## src/rtl/fifo_arb_pkg.sv

```systemverilog
// Shared types and width helpers for the round-robin FIFO burst arbiter.
// Holds the FSM state enum, the counter width and the clog2-based width helpers.
// No ports; imported by the interface, the picker and the arbiter top.
package fifo_arb_pkg;

   typedef enum logic {
      IDLE  = 1'b0,
      BURST = 1'b1
   } state_t;

   localparam int WR_COUNT_W = 16;

   // Width of a requester index; never below one bit.
   function automatic int id_w(input int nreq);
      return (nreq > 1) ? $clog2(nreq) : 1;
   endfunction

   // Width of the beat counter, which must be able to hold MAX_BURST itself.
   function automatic int beat_w(input int max_burst);
      return (max_burst > 0) ? $clog2(max_burst + 1) : 1;
   endfunction

endpackage

```

## src/rtl/fifo_burst_arbiter_if.sv

```systemverilog
// Bundle of requester streams, FIFO write port and grant status for the arbiter.
// Ports: req_valid/req_last/req_data in, req_ready out, fifo_full in, fifo_wr_en/fifo_wr_data out,
//        grant_valid/grant_id/wr_count out. slave = arbiter side, master = producer/FIFO side.
interface fifo_burst_arbiter_if #(
   parameter int DATA_W = 8,
   parameter int NREQ   = 2
);
   localparam int ID_W = fifo_arb_pkg::id_w(NREQ);

   logic [NREQ-1:0]                     req_valid;
   logic [NREQ-1:0]                     req_last;
   logic [NREQ*DATA_W-1:0]              req_data;
   logic [NREQ-1:0]                     req_ready;
   logic                                fifo_full;
   logic                                fifo_wr_en;
   logic [DATA_W-1:0]                   fifo_wr_data;
   logic                                grant_valid;
   logic [ID_W-1:0]                     grant_id;
   logic [fifo_arb_pkg::WR_COUNT_W-1:0] wr_count;

   modport slave (
      input  req_valid, req_last, req_data, fifo_full,
      output req_ready, fifo_wr_en, fifo_wr_data, grant_valid, grant_id, wr_count
   );

   modport master (
      output req_valid, req_last, req_data, fifo_full,
      input  req_ready, fifo_wr_en, fifo_wr_data, grant_valid, grant_id, wr_count
   );

endinterface

```

## src/rtl/fifo_burst_arbiter_rr_pick.sv

```systemverilog
// Combinational round-robin picker: first set request at or above ptr, wrapping modulo NREQ.
// Ports: req_i (request vector), ptr_i (search start) -> found_o (any request), idx_o (winner).
// Purely combinational, no state, no backpressure.
module rr_pick #(
   parameter int NREQ  = 2,
   parameter int IDX_W = 1
) (
   input  logic [NREQ-1:0]  req_i,
   input  logic [IDX_W-1:0] ptr_i,
   output logic             found_o,
   output logic [IDX_W-1:0] idx_o
);

   int cand;

   // Walk offsets from farthest to nearest so the nearest hit to ptr_i is the last write.
   always_comb begin
      found_o = 1'b0;
      idx_o   = '0;
      cand    = 0;
      for (int off = NREQ - 1; off >= 0; off--) begin
         cand = int'(ptr_i) + off;
         if (cand >= NREQ) begin
            cand = cand - NREQ;
         end
         if (req_i[cand[IDX_W-1:0]]) begin
            found_o = 1'b1;
            idx_o   = cand[IDX_W-1:0];
         end
      end
   end

endmodule

```

## src/rtl/fifo_burst_arbiter.sv

```systemverilog
// Round-robin burst arbiter sharing one FIFO write port between NREQ valid/ready producers.
// Ports: clk, rst_n (async active-low), bus (slave modport: streams, FIFO write port, grant status).
// One IDLE grant cycle per burst, then 1 beat/cycle; fifo_full stalls the owner combinationally.
module fifo_burst_arbiter
   import fifo_arb_pkg::*;
#(
   parameter int DATA_W    = 8,
   parameter int NREQ      = 2,
   parameter int MAX_BURST = 4
) (
   input  logic                clk,
   input  logic                rst_n,
   fifo_burst_arbiter_if.slave bus
);

   localparam int                ID_W      = id_w(NREQ);
   localparam int                BEAT_W    = beat_w(MAX_BURST);
   localparam logic [BEAT_W-1:0] LAST_BEAT = BEAT_W'(MAX_BURST - 1);
   localparam logic [ID_W-1:0]   LAST_ID   = ID_W'(NREQ - 1);

   state_t                  state_q, state_d;
   logic [ID_W-1:0]         owner_q, owner_d;
   logic [ID_W-1:0]         rr_ptr_q, rr_ptr_d;
   logic [BEAT_W-1:0]       beat_cnt_q, beat_cnt_d;
   logic [WR_COUNT_W-1:0]   wr_count_q, wr_count_d;

   logic                    pick_found;
   logic [ID_W-1:0]         pick_idx;
   logic [NREQ-1:0]         ready;
   logic                    wr_en;
   logic                    xfer;
   logic                    owner_vld;
   logic                    owner_last;
   logic [DATA_W-1:0]       owner_data;

   rr_pick #(
      .NREQ  (NREQ),
      .IDX_W (ID_W)
   ) u_pick (
      .req_i   (bus.req_valid),
      .ptr_i   (rr_ptr_q),
      .found_o (pick_found),
      .idx_o   (pick_idx)
   );

   assign owner_vld  = bus.req_valid[owner_q];
   assign owner_last = bus.req_last[owner_q];
   assign owner_data = bus.req_data[int'(owner_q)*DATA_W +: DATA_W];

   always_comb begin
      state_d    = state_q;
      owner_d    = owner_q;
      rr_ptr_d   = rr_ptr_q;
      beat_cnt_d = beat_cnt_q;
      wr_count_d = wr_count_q;
      ready      = '0;
      wr_en      = 1'b0;
      xfer       = 1'b0;
      unique case (state_q)
         IDLE: begin
            if (pick_found) begin
               owner_d    = pick_idx;
               beat_cnt_d = '0;
               state_d    = BURST;
            end
         end
         BURST: begin
            ready[owner_q] = !bus.fifo_full;
            xfer           = owner_vld && !bus.fifo_full;
            if (xfer) begin
               wr_en      = 1'b1;
               beat_cnt_d = beat_cnt_q + 1'b1;
               wr_count_d = wr_count_q + 1'b1;
            end
            // Full only stalls; the burst ends on last, on the final allowed beat,
            // or when the owner stops presenting data.
            if ((xfer && (owner_last || (beat_cnt_q == LAST_BEAT))) || !owner_vld) begin
               state_d  = IDLE;
               rr_ptr_d = (owner_q == LAST_ID) ? '0 : owner_q + 1'b1;
            end
         end
         default: begin
            state_d = IDLE;
         end
      endcase
   end

   always_ff @(posedge clk or negedge rst_n) begin
      if (!rst_n) begin
         state_q    <= IDLE;
         owner_q    <= '0;
         rr_ptr_q   <= '0;
         beat_cnt_q <= '0;
         wr_count_q <= '0;
      end else begin
         state_q    <= state_d;
         owner_q    <= owner_d;
         rr_ptr_q   <= rr_ptr_d;
         beat_cnt_q <= beat_cnt_d;
         wr_count_q <= wr_count_d;
      end
   end

   assign bus.req_ready    = ready;
   assign bus.fifo_wr_en   = wr_en;
   assign bus.fifo_wr_data = owner_data;
   assign bus.grant_valid  = (state_q == BURST);
   assign bus.grant_id     = owner_q;
   assign bus.wr_count     = wr_count_q;

endmodule
```

## src/flat_wrapper.sv

```systemverilog
// flat-port wrapper written by rule: the top's interface ports become plain ports
module fifo_burst_arbiter_flat import fifo_arb_pkg::*;
#(
   parameter int DATA_W    = 8,
   parameter int NREQ      = 2,
   parameter int MAX_BURST = 4
)
  (clk, rst_n, bus_req_valid, bus_req_last, bus_req_data, bus_fifo_full, bus_req_ready, bus_fifo_wr_en, bus_fifo_wr_data, bus_grant_valid, bus_grant_id, bus_wr_count);
  fifo_burst_arbiter_if #(.DATA_W(DATA_W), .NREQ(NREQ)) bus_i ();
  input  logic clk;
  input  logic rst_n;
  input wire logic [$bits(bus_i.req_valid)-1:0] bus_req_valid;
  input wire logic [$bits(bus_i.req_last)-1:0] bus_req_last;
  input wire logic [$bits(bus_i.req_data)-1:0] bus_req_data;
  input wire logic [$bits(bus_i.fifo_full)-1:0] bus_fifo_full;
  output wire logic [$bits(bus_i.req_ready)-1:0] bus_req_ready;
  output wire logic [$bits(bus_i.fifo_wr_en)-1:0] bus_fifo_wr_en;
  output wire logic [$bits(bus_i.fifo_wr_data)-1:0] bus_fifo_wr_data;
  output wire logic [$bits(bus_i.grant_valid)-1:0] bus_grant_valid;
  output wire logic [$bits(bus_i.grant_id)-1:0] bus_grant_id;
  output wire logic [$bits(bus_i.wr_count)-1:0] bus_wr_count;
  assign bus_i.req_valid = bus_req_valid;
  assign bus_i.req_last = bus_req_last;
  assign bus_i.req_data = bus_req_data;
  assign bus_i.fifo_full = bus_fifo_full;
  assign bus_req_ready = bus_i.req_ready;
  assign bus_fifo_wr_en = bus_i.fifo_wr_en;
  assign bus_fifo_wr_data = bus_i.fifo_wr_data;
  assign bus_grant_valid = bus_i.grant_valid;
  assign bus_grant_id = bus_i.grant_id;
  assign bus_wr_count = bus_i.wr_count;
  fifo_burst_arbiter #(.DATA_W(DATA_W), .NREQ(NREQ), .MAX_BURST(MAX_BURST)) u_core (.clk(clk), .rst_n(rst_n), .bus(bus_i));
endmodule
```

## config.mk

```make
export PLATFORM = sky130hd
export DESIGN_NAME = fifo_burst_arbiter_flat
export DESIGN_NICKNAME = d
export VERILOG_FILES = /design/src/rtl/fifo_arb_pkg.sv /design/src/rtl/fifo_burst_arbiter_if.sv /design/src/rtl/fifo_burst_arbiter_rr_pick.sv /design/src/rtl/fifo_burst_arbiter.sv /design/src/flat_wrapper.sv
export SDC_FILE = /design/constraint.sdc
export NUM_CORES = 1
export LEC_CHECK = 0
export CAP_MARGIN = 20
export CORE_MARGIN = 2
export CORE_UTILIZATION = 32
export DETAILED_ROUTE_END_ITERATION = 10
export PLACE_DENSITY_LB_ADDON = 0.25
export SETUP_SLACK_MARGIN = 0.5
export SLEW_MARGIN = 20
export SYNTH_ARGS = -nofsm -noshare
export SYNTH_HDL_FRONTEND = slang
export SYNTH_SLANG_ARGS = --single-unit
```

## constraint.sdc

```tcl
create_clock -name clk -period 1.75 [get_ports clk]
set_clock_uncertainty 0.05 [all_clocks]
set_input_delay 0.175 -clock clk [delete_from_list [all_inputs] [get_ports clk]]
set_output_delay 0.175 -clock clk [all_outputs]
set_load 0.005 [all_outputs]
```

### Word level (Yosys, flattened, before mapping)

Cells that the tools add are included.

| storage, ports and cells | value |
|---|---|
| word-level logic and storage cells | 60 |
| memories | 0 |
| RAM bits | 0 |
| bits in read-only memories | 0 |
| bits in latches | 0 |
| flip-flop bits (word level) | 22 |

| cells by class | value |
|---|---|
| muxes and demuxes | 26 |
| magnitude comparators | 6 |
| bitwise logic cells | 2 |
| equality and inequality tests | 3 |
| div/mod/pow operators | 0 |
| $mul | 0 |
| $add $sub $neg | 6 |
| reductions and logical operators | 11 |
| shift-type cells | 1 |

Operators by type and width:

| operator | number |
|---|---|
| 2-to-1 mux 1 bit | 20 |
| adder 16 x 1 -> 16 bit, second input constant | 1 |
| variable part select 16 x 5 -> 8 bit | 1 |
| AND reduction 2 bit | 4 |
| < comparator 1 x 2 -> 1 bit, second input constant | 3 |
| 2-to-1 mux 3 bit | 2 |
| case mux 3 bit (2 select lines) | 1 |
| adder 3 x 1 -> 3 bit, second input constant | 1 |
| equality test 3 x 2 -> 1 bit, second input constant | 1 |
| logical AND 1 bit | 3 |
| adder 1 x 1 -> 2 bit, second input constant | 1 |
| AND 2 bit | 1 |
| greater-or-equal comparator 1 x 2 -> 1 bit, second input constant | 1 |
| greater-or-equal comparator 2 bit, second input constant | 1 |
| zero test 1 bit | 2 |
| logical OR 1 bit | 2 |
| 2-to-1 mux 2 bit | 1 |
| inequality test 2 x 1 -> 1 bit, second input constant | 1 |
| inequality test 2 bit, second input constant | 1 |
| case mux 1 bit (2 select lines) | 1 |
| subtractor 1 bit, second input constant | 2 |
| adder 1 bit, second input constant | 1 |
| demux 1 bit (select 1 bit) | 1 |
| greater-or-equal comparator 1 bit, second input constant | 1 |
| NOT 1 bit | 1 |

### Longest topological paths before layout

| depth | value |
|---|---|
| depth after elaboration | 9 |
| mapped depth | 6 |

### Modules after synthesis

A second synthesis with hierarchy kept.

| unflattened totals | value |
|---|---|
| cell total of the unflattened synthesis | 109 |
| area total of the unflattened synthesis | 1183.6 sq um |

Modules (own cells, without submodules):

| module | cells each | seq. area each (sq um) | instances | area an instance (sq um) |
|---|---|---|---|---|
| fifo_burst_arbiter | 106 | 550.5 | 1 | 1166.1 |
| rr_pick | 3 | 0.0 | 1 | 17.5 |

### Worst setup path after synthesis

OpenSTA, ideal clock, no wires.

| timing | value |
|---|---|
| kind | register -> register |
| start point | reg u_core.owner_q, in the netlist u_core.bus.grant_id |
| end point | reg u_core.wr_count_q[4], in the netlist u_core.bus.wr_count[4] |
| path buffers | 1 |
| path slack | 0.269 ns |
| data required time | 1.575 ns |
| clock period less this slack | 1.481 ns |
| data arrival time | 1.306 ns |
| stages on the path, launching flop included | 7 |
| cells stage by stage | dfrtp_1 mux2i_1 or2_1 buf_6 inv_4 nand4_1 xnor2_1 |

| on the way | value |
|---|---|
| cells in the longest elaborated chain, start to end | 4 |

Ends and longest elaborated chain:

| item | RTL line | text |
|---|---|---|
| start: declaration | fifo_burst_arbiter.sv:22 | `logic [ID_W-1:0] owner_q, owner_d;` |
| start signal: assignment | fifo_burst_arbiter.sv:97 | `owner_q <= owner_d;` |
| 2-to-1 mux 1 bit (implied by the code) (2 in a row) | fifo_burst_arbiter.sv:46 | `assign owner_vld = bus.req_valid[owner_q];` |
| logical AND 1 bit | fifo_burst_arbiter.sv:69 | `xfer = owner_vld && !bus.fifo_full;` |
| AND reduction 2 bit (no source line) | -- |  |
| end signal: assignment | fifo_burst_arbiter.sv:100 | `wr_count_q <= wr_count_d;` |
| end: declaration | fifo_burst_arbiter.sv:25 | `logic [WR_COUNT_W-1:0] wr_count_q, wr_count_d;` |

No other way between the ends. The select of a mux whose other input is x is not followed.
A chain may end at the register's enable or synchronous reset.

### Final worst setup path

| timing | value |
|---|---|
| start point | reg u_core.owner_q, in the netlist u_core.bus.grant_id |
| end point | out bus_fifo_wr_data[2] |

| on the way | value |
|---|---|
| cells in the longest elaborated chain, start to end | 1 |

Ends and longest elaborated chain:

| item | RTL line | text |
|---|---|---|
| variable part select 16 x 5 -> 8 bit | fifo_burst_arbiter.sv:48 | `assign owner_data = bus.req_data[int'(owner_q)*DATA_W +: DATA_W];` |
| end: declaration | flat_wrapper.sv:18 | `output wire logic [$bits(bus_i.fifo_wr_data)-1:0] bus_fifo_wr_data;` |

No other way between the ends.

==> summary.txt <==
Synth
  – Mapped Nets: 137
  – Yosys warns: 0
  – Post-synthesis mux area share: 0.08696
  – Post-synthesis cell type with the largest combined area: dfrtp_1
  – Commonest cells in the netlist: 22 x dfrtp_1, 14 x nand2_1, 12 x xnor2_1, 8 x mux2_2, 8 x nand3_1
  – Post-synth EDFFs: 0
  – Synth Register Bits: 22
  – Post-synthesis simple-gate area fraction: 0.1924
  – Main synth FF type: dfrtp_1
  – Combinational family with the most area after synthesis: simple AND/OR/NAND/NOR gates
  – Synth Cell Area: 1151 um^2
  – Seq/Total Area, Yosys: 0.4783
  – Most frequent cell after synthesis: dfrtp_1
  – XOR/XNOR Fraction of Synth Area: 0.1141
  – Post-Synth Adder-Cell Area: 0.03261
  – Post-Syn Instances: 111
  – Mean Syn Cell Area: 10.37 um^2
  – Top post-synthesis cells by area: dfrtp_1 48%, xnor2_1 9.1%, mux2_2 7.8%
  – Synth Area in Compound Gates: 0.06413
  – Share of the synthesized area in the top cell type: 0.4783
  – Fraction of registers with async set/reset: 1.000
  – Synth cell types: 24

Worst setup path
  – Critical path class: flip-flop to primary output
  – Most used cell, CP: buf_6
  – Max incr delay on CP: 440 ps
  – Crit-path max FO: 4
  – Bufs and invs on worst path: 3
  – Cells along the critical path: buf_6, buf_6, mux2_4, buf_6
  – Setup crit start kind: flip-flop
  – Worst EP arrival: 1420 ps
  – CP top delay family: flip-flops
  – Crit path max-delay cell type: dfrtp_2
  – Worst Path Required: 1520 ps
  – Setup crit end kind: primary output

Pwr
  – VDD IR max: 791.1 uV
  – Sw Share: 0.3364
  – PwrDens: 1121 nW/um^2
  – Total power: 2.482 mW
  – Part of the power in combinational logic: 0.602
  – P_leak: 1.109 nW
  – Sw power: 834.8 uW
  – Int Pwr: 1.647 mW
  – Sequential share of power: 0.286
  – Clk network pwr share: 0.112

Floorplan
  – Num ports: 52
  – Rows: 21
  – Starting Density: 0.3396
  – Die height: 63.98 um
  – Die footprint: 4093 um^2
  – Core ar.: 3390 um^2
  – Die Wd: 63.98 um

Clock network
  – Cts hold-fix bufs: 0
  – CTS Buffer Depth: 2
  – Clk slew on worst S/H paths: 120 ps
  – # H-tree levels: 1
  – Root buffer cell: clkbuf_4
  – Clk_lat worst skew: 310 ps
  – Clock sink total: 22
  – Cts bufs inserted: 3
  – CTS tree: done

Place
  – Pre-CTS setup slack: -56.18 ps
  – # port buffers: 51
  – GPL Wtd Cong: 0.8316
  – DP HPWL: 2247 um
  – Placed cells: 220
  – Post-Place Cell Area: 1822 um^2

Cells and area
  – N_diodes: 0
  – Footprint of the multi-input gates: 678.2 um^2
  – Final Cell Area: 2215 um^2
  – Filler cell count: 266
  – P&R area growth vs syn: 92.39%
  – Seq. cell area: 551.8 um^2
  – Nets: 242
  – Finished Layout Cells: 261
  – Layout cell share with drive strength beyond 1: 0.4977
  – Final core occ: 0.6534

Timing
  – RSZ-0062 raised after global routing: true
  – Normalized max-slew margin: 0.6686
  – Worst Setup Slack, final: 101.0 ps
  – Fin. Hold Viols: 0
  – Final setup violation count: 0
  – Fmax: 0.6064 GHz
  – Slew Limit Fails: 0
  – Period utilization: 0.9423
  – Fin crit period: 1649 ps
  – Least-Margin Pin Slew: 491.9 ps

Drt
  – Final ANT Viol Nets: 0
  – Vias per Instance: 4.720
  – Routed via count: 1,232
  – WL final: 3619 um
  – DR pass1 iterations: 4
  – WL/cell: 13.87 um
  – Drt initial violations: 40
  – Drc violations: 0

Global route
  – Overflow left after global routing: 0
  – Initial antenna violation count: 0
  – GR Util All Layers: 0.1715
  – First-pass GRT wire length: 5506 um
  – Vias in the first global route: 1,228
  – Pin count of the biggest net entering global routing: 23

Outcome
  – Status: finished, final reports clean

Min path
  – Classification of the worst-slack hold path: input pin to asynchronous set/reset pin

Flow run
  – Max Cap Viol: 0
-- stage by stage --
step	TNS, ps	hold WS (ps)
floorplan	0	-170.6
global placement	-45.54	410.2
detailed placement	-62.41	420.9
CTS	0	155.6
global route	0	169.9
finish	0	155.4
-- worst paths after layout --
kind / startpoint / end / slack, ps / cells after the start
worst max-delay path: u_core.bus.grant_id / bus_fifo_wr_data[2] / 100 / 4
worst min-delay path: rst_n / u_core.bus.wr_count[10] / 160 / 2
worst max register to register: u_core.bus.grant_id / u_core.bus.wr_count[5] / 130 / 6
worst min register to register: u_core.beat_cnt_q[2] / u_core.beat_cnt_q[2] / 480 / 2
max in group asynchronous: rst_n / u_core.bus.grant_id / 1260 / 2
min in group clk: u_core.beat_cnt_q[2] / u_core.beat_cnt_q[2] / 480 / 2
-- metal layers --
layer / vias to the layer above / GRT usage / share of wire
li1: 589 / - / -
met1: 604 / 0.1956 / 0.38
met2: 31 / 0.3112 / 0.56
met3: 8 / 0.04401 / 0.043
met5: - / 0 / 0
met4: 0 / 0.05163 / 0.016
-- timing repair --
action                                 4_1_cts  5_1_grt
resized for setup                           98       31
pin swaps                                   12       15
cloned                                       0        0
setup endpoints to repair                   49       42
setup buffers                               28        9
endpoints found under the hold margin        0        0
-- cell usage in the layout (no fill, tap or decap), types with 5 or more instances in the layout --
cell,n
buf_4,39
clkdlybuf4s50_1,22
dfrtp_1,21
buf_6,17
nand2_1,11
xnor2_1,11
buf_2,9
dlygate4sd2_1,6
mux2_2,5
a21oi_1,5
and3_1,5
nand3_2,5
clkbuf_2,5
-- kinds of logic after synthesis --
| kind of cell | count (synthesis) |
|---|---|
| simple gates | 41 |
| flops | 22 |
| xor+xnor | 15 |
| compound gates | 14 |
| mux | 9 |
| buf+inv | 7 |
| fa+ha+maj | 3 |
-- cell type report --
| cell class | count | share of cell area |
|---|---|---|
| clock buffer | 4 | 0.01638 |
| inverter | 5 | 0.01073 |
| multi-input combinational | 82 | 0.3062 |
| sequential | 22 | 0.2492 |
| tap | 46 | 0.02599 |
| timing repair buffer | 102 | 0.3915 |
-- flip-flops by register name (all words and copies together), names as in the netlist --
signal                  cells
u_core.beat_cnt_q           3
u_core.bus.grant_id         1
u_core.rr_ptr_q             1
u_core.bus.grant_valid      1
u_core.bus.wr_count        16
-- power by group through the flow --
stage	Combinational (mW)	Clock (mW)	Sequential (mW)
after floorplan	0.401	0	0.744
after global placement	0.943	0	0.725
after detailed placement	0.964	0	0.727
after CTS	1.26	0.289	0.698
after global routing	1.60	0.314	0.719
final	1.49	0.279	0.709
-- worst register-to-register path, cell delays in order (launching register included) --
cell     delay, ps
dfrtp_2        440
buf_6          130
mux2i_2        150
or2_4          260
buf_4          180
nor3_4         180
xor2_1         160
No activity file was read; power rests on OpenSTA's default activity.
